$ cat config.mk
export PLATFORM = sky130hd
export DESIGN_NAME = ex_hazard_ctrl_flat
export DESIGN_NICKNAME = d
export VERILOG_FILES = /design/src/rtl/ex_hazard_ctrl_if.sv /design/src/rtl/ex_hazard_ctrl.sv /design/src/flat_wrapper.sv
export SDC_FILE = /design/constraint.sdc
export NUM_CORES = 1
export LEC_CHECK = 0
export ABC_AREA = 1
export CORE_ASPECT_RATIO = 0.6
export CORE_MARGIN = 3
export CORE_UTILIZATION = 35
export DETAILED_ROUTE_END_ITERATION = 10
export PLACE_DENSITY = 0.59
export RECOVER_POWER = 100
export SYNTH_ARGS = -nofsm -noshare
export SYNTH_HDL_FRONTEND = slang
export SYNTH_SLANG_ARGS = --single-unit
$ cat constraint.sdc
create_clock -name clk -period 1.5 [get_ports clk]
set_input_delay 0.15 -clock clk [delete_from_list [all_inputs] [get_ports clk]]
set_output_delay 0.15 -clock clk [all_outputs]
set_load 0.01 [all_outputs]
$ cat src/rtl/ex_hazard_ctrl_if.sv
// rtl/ex_hazard_ctrl_if.sv - ID-stage hazard request and EX control response bundle
interface ex_hazard_ctrl_if #(
  parameter int CNT_W = 32
);
  logic             id_valid;
  logic [4:0]       id_rn;
  logic [4:0]       id_rm;
  logic             id_uses_rn;
  logic             id_uses_rm;
  logic [4:0]       id_rd;
  logic             id_regwrite;
  logic             id_memread;
  logic             id_setflags;
  logic             id_reads_flags;
  logic             flush;
  logic             stall;
  logic [1:0]       fwd_a;
  logic [1:0]       fwd_b;
  logic             flag_sel;
  logic [CNT_W-1:0] stall_count;
  logic             dbg_wb_write;
  logic [4:0]       dbg_wb_rd;

  modport master (
    output id_valid, id_rn, id_rm, id_uses_rn, id_uses_rm, id_rd,
           id_regwrite, id_memread, id_setflags, id_reads_flags, flush,
    input  stall, fwd_a, fwd_b, flag_sel, stall_count, dbg_wb_write, dbg_wb_rd
  );

  modport slave (
    input  id_valid, id_rn, id_rm, id_uses_rn, id_uses_rm, id_rd,
           id_regwrite, id_memread, id_setflags, id_reads_flags, flush,
    output stall, fwd_a, fwd_b, flag_sel, stall_count, dbg_wb_write, dbg_wb_rd
  );
endinterface

$ cat src/rtl/ex_hazard_ctrl.sv
// rtl/ex_hazard_ctrl.sv - EX-stage load-use stall, operand forward and flag-source control
module ex_hazard_ctrl #(
  parameter int XZR   = 31,
  parameter int CNT_W = 32
) (
  input logic             clk,
  input logic             reset,
  ex_hazard_ctrl_if.slave bus
);

  localparam logic [4:0] XZR_IDX = 5'(XZR);

  logic             r_ex_valid;
  logic [4:0]       r_ex_rd;
  logic             r_ex_regwrite;
  logic             r_ex_memread;
  logic             r_ex_setflags;
  logic             r_mem_valid;
  logic [4:0]       r_mem_rd;
  logic             r_mem_regwrite;
  logic             r_wb_valid;
  logic [4:0]       r_wb_rd;
  logic             r_wb_regwrite;
  logic [1:0]       r_fwd_a;
  logic [1:0]       r_fwd_b;
  logic [CNT_W-1:0] r_stall_cnt;

  logic       w_ex_hit_a;
  logic       w_ex_hit_b;
  logic       w_mem_hit_a;
  logic       w_mem_hit_b;
  logic       w_stall;
  logic       w_flag_sel;
  logic       w_ex_load;
  logic [1:0] w_fwd_a_nxt;
  logic [1:0] w_fwd_b_nxt;

  function automatic logic f_match(input logic [4:0] r, input logic v,
                                   input logic rw, input logic [4:0] rd);
    return v && rw && (rd == r) && (r != XZR_IDX);
  endfunction

  // EX-slot hit is checked first so the newest producer wins
  function automatic logic [1:0] f_fwd(input logic kill, input logic uses,
                                       input logic ex_hit, input logic mem_hit);
    if (kill || !uses) return 2'b00;
    else if (ex_hit)   return 2'b01;
    else if (mem_hit)  return 2'b10;
    else               return 2'b00;
  endfunction

  always_comb begin
    w_ex_hit_a  = f_match(bus.id_rn, r_ex_valid, r_ex_regwrite, r_ex_rd);
    w_ex_hit_b  = f_match(bus.id_rm, r_ex_valid, r_ex_regwrite, r_ex_rd);
    w_mem_hit_a = f_match(bus.id_rn, r_mem_valid, r_mem_regwrite, r_mem_rd);
    w_mem_hit_b = f_match(bus.id_rm, r_mem_valid, r_mem_regwrite, r_mem_rd);
    w_stall     = bus.id_valid && !bus.flush && r_ex_memread &&
                  ((bus.id_uses_rn && w_ex_hit_a) || (bus.id_uses_rm && w_ex_hit_b));
    w_flag_sel  = bus.id_valid && bus.id_reads_flags && r_ex_valid && r_ex_setflags;
    w_ex_load   = bus.id_valid && !w_stall && !bus.flush;
    w_fwd_a_nxt = f_fwd(!bus.id_valid || w_stall || bus.flush, bus.id_uses_rn,
                        w_ex_hit_a, w_mem_hit_a);
    w_fwd_b_nxt = f_fwd(!bus.id_valid || w_stall || bus.flush, bus.id_uses_rm,
                        w_ex_hit_b, w_mem_hit_b);
  end

  always_ff @(posedge clk or negedge reset) begin
    if (!reset) begin
      r_ex_valid     <= 1'b0;
      r_ex_rd        <= 5'd0;
      r_ex_regwrite  <= 1'b0;
      r_ex_memread   <= 1'b0;
      r_ex_setflags  <= 1'b0;
      r_mem_valid    <= 1'b0;
      r_mem_rd       <= 5'd0;
      r_mem_regwrite <= 1'b0;
      r_wb_valid     <= 1'b0;
      r_wb_rd        <= 5'd0;
      r_wb_regwrite  <= 1'b0;
      r_fwd_a        <= 2'b00;
      r_fwd_b        <= 2'b00;
      r_stall_cnt    <= '0;
    end else begin
      r_wb_valid     <= r_mem_valid;
      r_wb_rd        <= r_mem_rd;
      r_wb_regwrite  <= r_mem_regwrite;
      r_mem_valid    <= r_ex_valid;
      r_mem_rd       <= r_ex_rd;
      r_mem_regwrite <= r_ex_regwrite;
      if (w_ex_load) begin
        r_ex_valid    <= 1'b1;
        r_ex_rd       <= bus.id_rd;
        r_ex_regwrite <= bus.id_regwrite;
        r_ex_memread  <= bus.id_memread;
        r_ex_setflags <= bus.id_setflags;
      end else begin
        r_ex_valid    <= 1'b0;
        r_ex_rd       <= 5'd0;
        r_ex_regwrite <= 1'b0;
        r_ex_memread  <= 1'b0;
        r_ex_setflags <= 1'b0;
      end
      r_fwd_a <= w_fwd_a_nxt;
      r_fwd_b <= w_fwd_b_nxt;
      if (w_stall && (r_stall_cnt != {CNT_W{1'b1}}))
        r_stall_cnt <= r_stall_cnt + CNT_W'(1);
    end
  end

  // WB slot only feeds debug visibility; the register file covers that distance
  assign bus.dbg_wb_write = r_wb_valid && r_wb_regwrite;
  assign bus.dbg_wb_rd    = r_wb_rd;
  assign bus.stall        = w_stall;
  assign bus.flag_sel     = w_flag_sel;
  assign bus.fwd_a        = r_fwd_a;
  assign bus.fwd_b        = r_fwd_b;
  assign bus.stall_count  = r_stall_cnt;

endmodule

$ cat src/flat_wrapper.sv
// flat-port wrapper written by rule: the top's interface ports become plain ports
module ex_hazard_ctrl_flat 
#(
  parameter int XZR   = 31,
  parameter int CNT_W = 32
)
  (clk, reset, bus_id_valid, bus_id_rn, bus_id_rm, bus_id_uses_rn, bus_id_uses_rm, bus_id_rd, bus_id_regwrite, bus_id_memread, bus_id_setflags, bus_id_reads_flags, bus_flush, bus_stall, bus_fwd_a, bus_fwd_b, bus_flag_sel, bus_stall_count, bus_dbg_wb_write, bus_dbg_wb_rd);
  ex_hazard_ctrl_if #(.CNT_W(CNT_W)) bus_i ();
  input logic clk;
  input logic reset;
  input wire logic [$bits(bus_i.id_valid)-1:0] bus_id_valid;
  input wire logic [$bits(bus_i.id_rn)-1:0] bus_id_rn;
  input wire logic [$bits(bus_i.id_rm)-1:0] bus_id_rm;
  input wire logic [$bits(bus_i.id_uses_rn)-1:0] bus_id_uses_rn;
  input wire logic [$bits(bus_i.id_uses_rm)-1:0] bus_id_uses_rm;
  input wire logic [$bits(bus_i.id_rd)-1:0] bus_id_rd;
  input wire logic [$bits(bus_i.id_regwrite)-1:0] bus_id_regwrite;
  input wire logic [$bits(bus_i.id_memread)-1:0] bus_id_memread;
  input wire logic [$bits(bus_i.id_setflags)-1:0] bus_id_setflags;
  input wire logic [$bits(bus_i.id_reads_flags)-1:0] bus_id_reads_flags;
  input wire logic [$bits(bus_i.flush)-1:0] bus_flush;
  output wire logic [$bits(bus_i.stall)-1:0] bus_stall;
  output wire logic [$bits(bus_i.fwd_a)-1:0] bus_fwd_a;
  output wire logic [$bits(bus_i.fwd_b)-1:0] bus_fwd_b;
  output wire logic [$bits(bus_i.flag_sel)-1:0] bus_flag_sel;
  output wire logic [$bits(bus_i.stall_count)-1:0] bus_stall_count;
  output wire logic [$bits(bus_i.dbg_wb_write)-1:0] bus_dbg_wb_write;
  output wire logic [$bits(bus_i.dbg_wb_rd)-1:0] bus_dbg_wb_rd;
  assign bus_i.id_valid = bus_id_valid;
  assign bus_i.id_rn = bus_id_rn;
  assign bus_i.id_rm = bus_id_rm;
  assign bus_i.id_uses_rn = bus_id_uses_rn;
  assign bus_i.id_uses_rm = bus_id_uses_rm;
  assign bus_i.id_rd = bus_id_rd;
  assign bus_i.id_regwrite = bus_id_regwrite;
  assign bus_i.id_memread = bus_id_memread;
  assign bus_i.id_setflags = bus_id_setflags;
  assign bus_i.id_reads_flags = bus_id_reads_flags;
  assign bus_i.flush = bus_flush;
  assign bus_stall = bus_i.stall;
  assign bus_fwd_a = bus_i.fwd_a;
  assign bus_fwd_b = bus_i.fwd_b;
  assign bus_flag_sel = bus_i.flag_sel;
  assign bus_stall_count = bus_i.stall_count;
  assign bus_dbg_wb_write = bus_i.dbg_wb_write;
  assign bus_dbg_wb_rd = bus_i.dbg_wb_rd;
  ex_hazard_ctrl #(.XZR(XZR), .CNT_W(CNT_W)) u_core (.clk(clk), .reset(reset), .bus(bus_i));
endmodule
==> impl_metrics.ini <==
[sta]
min_period_ns = 1.73
fin_hold_ws_ns = 0.327
drv_slew = 0
worst_pin_slew_ns = 0.834
rsz0062_at_grt = yes
setup_viol = 47
period_share = 1.15
fin_ws_ns = -0.232
timing.fmax_ghz = 0.577
hold_viol = 0
fin_skew_ns = 0.00648
maxSlewHeadroom = 0.444

[detailed_routing]
dr.first_iter.drc_count = 288
dr.pass1.iters = 7
wl_per_cell_um = 15.3
route.detailed.drc = 0
drt_wl_total_mm = 12.2
vias_per_cell = 4.86
final_antenna_net_count = 0
vias = 3868

[logic_synthesis]
seq_area_frac_synth = 0.422
ys.flop_type = dfrtp_1
postSynthCellCount = 493
synth_seq_cells = 59
synthDominantCellAreaShare = 0.422
synthTopCellsByArea = dfrtp_1 (42%), nand2_1 (21%), nor2_1 (7.7%)
async_flop_share = 1.00
syn_avg_cell_area_um2 = 7.09
yosys_warnings = 0
synth_top_cell_by_area = dfrtp_1
synth_cell_types = 25
synth_edf_count = 0
syn_nets = 519
synth.cell_area_mm2 = 0.00350

[setup_path]
start_kind = flip-flop
slowest_stage = dfrtp_1
worstPathMaxFanout = 4
max_stage_delay_ns = 0.44
end_kind = output pin
path_delay_family = simple AND/OR/NAND/NOR gates
crit_path_cell_trace = inv_2 -> nand2_2 -> nand2_1 -> nand2_1 -> nor2_2 -> nand3_2 -> nand2_2 -> nand2_2 -> inv_2 -> buf_6
crit_buf_inv = 3
reg2reg_depth = 13
ff2ff_setup_slack_ns = -0.21
r2r_start = u_core.r_ex_rd[4]
crit_top_cell = nand2_2
crit_arrival_ns = 1.58
required_ns = 1.35
timing.rr.end = u_core.bus.fwd_a[1]
crit_type = reg -> out

[place]
dp_slack_ns = -0.637
port-buffer-count = 68
place_congestion = 0.978
dp_cells = 771
dp_hpwl_mm = 9.30

[floorplan]
dieArea_mm2 = 0.0113
num_rows = 27
die_w_um = 135
die_y_um = 83.4
ios = 69
core-area_mm2 = 0.00946
initial_utilization = 0.370

[final_layout]
multi_input_area_mm2 = 0.00189
finalNonFillerCells = 796
final_nets = 687
seq_area_mm2 = 0.00149
utilization = 0.581
fill_cells = 906
antennaDiodeCount = 0
drive_gt1_frac = 0.255
areaGrowthSynthToFinish_pct = 57.2

[global_routing]
grt_max_degree = 60
grt_pass1_wl_mm = 20.1
grt-ovfl-total = 0
first_global_vias = 3793
grt_use_total = 0.230
antenna_found_initial = 0

[clock_tree]
clock_sinks = 59
cts_buffer_depth = 2
cts_root_buffer = clkbuf_16
h-tree-depth = 3
cts_buffers = 9
worstSkewPairLatency_ns = 0.33
path_clk_slew_ns = 0.06
cts_tree = done

[pwr]
switching_share = 0.224
seqPwrFrac = 0.396
p_switching_mw = 0.927
combPwrFrac = 0.068
intPower_mw = 3.22
p_leak_nw = 2.93
max-vdd-ir-drop_uv = 677
power.share.clock = 0.536
power_density_mw_per_mm2 = 754

[status]
violations = negative setup slack
status = complete, but fails checks

[hold_path]
whs_endpoint = u_core.r_ex_rd[1]
min_path_cells = 3
min_from = bus_id_rd[1]
hp-class = in -> reg

[run]
maxCapViolCount = 0
==> final cells by class <==
| cell class | count | area share |
|---|---|---|
| Clock inverter | 6 | 0.0164 |
| Multi-Input combinational cell | 381 | 0.344 |
| Timing Repair Buffer | 170 | 0.270 |
| Clock buffer | 10 | 0.0417 |
| Inverter | 40 | 0.0273 |
| Tap cell | 130 | 0.0296 |
| Sequential cell | 59 | 0.270 |
==> routing by layer <==
layer | global-route usage | vias up | routed length, µm
li1 | - | 1903 | -
met1 | 0.375 | 1807 | 6470
met2 | 0.300 | 150 | 4640
met3 | 0.0533 | 8 | 979
met4 | 0.0522 | 0 | 99
met5 | 0 | - | 0
==> registers in the layout, summed over array words and instances, names as in the netlist <==
name and flops:
u_core.r_ex_regwrite 1, u_core.bus.stall_count 32, u_core.bus.dbg_wb_rd 5, u_core.r_mem_rd 5, u_core.r_ex_memread 1, u_core.r_ex_setflags 1, u_core.bus.fwd_b 2, u_core.r_wb_regwrite 1
u_core.r_wb_valid 1, u_core.r_ex_rd 5, u_core.bus.fwd_a 2, u_core.r_mem_regwrite 1, u_core.r_ex_valid 1, u_core.r_mem_valid 1
==> cells by family (layout without fill, tap and decap cells) <==
| family | Yosys count | after routing | share of synthesized area |
|---|---|---|---|
| buf+inv | 53 | 226 | 0.0648 |
| flops | 59 | 59 | 0.422 |
| fa+ha+maj | 1 | 1 | 0.00358 |
| simple gates | 354 | 354 | 0.448 |
| xor+xnor | 22 | 22 | 0.0551 |
| compound gates | 4 | 4 | 0.00644 |
==> metrics by stage <==
stage                     setup TNS [ns]  cell area (µm²)  power, mW
after CTS                          -7.25             5440       4.20
after global routing              -12.66             5500       4.32
after global placement            -17.82             5050       1.93
after detailed placement          -20.82             5050       1.93
after floorplan                    -3.66             3540       1.74
final                              -7.70             5500       4.14
==> how the worst max path moves through the flow <==
stage	endpoint	depth (start not counted)	slack, ns	startpoint
6_report	bus_stall	10	-0.23	u_core.r_ex_rd[4]
5_1_grt	bus_stall	9	-0.33	u_core.r_ex_rd[2]
4_1_cts	bus_stall	9	-0.23	u_core.r_ex_rd[0]
3_5_place_dp	bus_stall	10	-0.64	bus_id_rn[2]
3_3_place_gp	bus_stall	10	-0.59	bus_id_rn[2]
2_1_floorplan	u_core.bus.stall_count[10]	10	-0.12	u_core.bus.stall_count[0]
==> power by group through the flow <==
| stage | Clock (mW) | Combinational, mW | Sequential [mW] |
|---|---|---|---|
| final | 2.22 | 0.281 | 1.64 |
| after global routing | 2.37 | 0.313 | 1.64 |
| after CTS | 2.28 | 0.283 | 1.64 |
| after detailed placement | 0 | 0.265 | 1.66 |
| after global placement | 0 | 0.263 | 1.66 |
| after floorplan | 0 | 0.0741 | 1.66 |
==> worst register-to-register path, stage by stage, from the launching register on <==
cell and delay, ns:
dfrtp_1 0.44, inv_2 0.09, nand2_2 0.05, nand2_1 0.05
nand2_1 0.06, nor2_2 0.14, nand3_2 0.11, nand2_2 0.10
nand2_2 0.06, buf_4 0.14, buf_6 0.11, nand2_4 0.07
buf_12 0.12, nor2_1 0.05
==> cell usage after synthesis (2+ instances only) <==
master,instances
nand3_1,10
clkbuf_1,4
xor2_1,12
inv_1,38
nor3_1,3
nand2_1,198
buf_1,2
dfrtp_1,59
xnor2_1,10
buf_6,3
nand4_1,36
nand3_2,4
nor2_1,72
buf_2,4
o21ai_0,2
nand3b_1,17
nand2_2,11
==> cell usage in the layout, fill, tap and decap left out, drive strengths merged, types with 2 or more instances in the layout <==
cell / instances
nand2: 209
nor3: 3
dlygate4sd2: 22
bufinv: 2
clkdlybuf4s50: 33
buf: 101
nand3b: 17
nor2: 74
clkinv: 4
o21ai: 2
nand3: 14
dlymetal6s2s: 9
xnor2: 10
xor2: 12
inv: 39
dfrtp: 59
clkbuf: 13
nand4: 36
==> timing repair <==
action                                  4_1_cts  5_1_grt
cloned                                        0        0
hold buffers                                  1        0
endpoints found under the hold margin        59        0
endpoints found under the setup margin       71       57
buffers inserted                              6        4
pin swaps                                     6        9
resized for setup                            50       29
(Power assumes the default switching activity.)
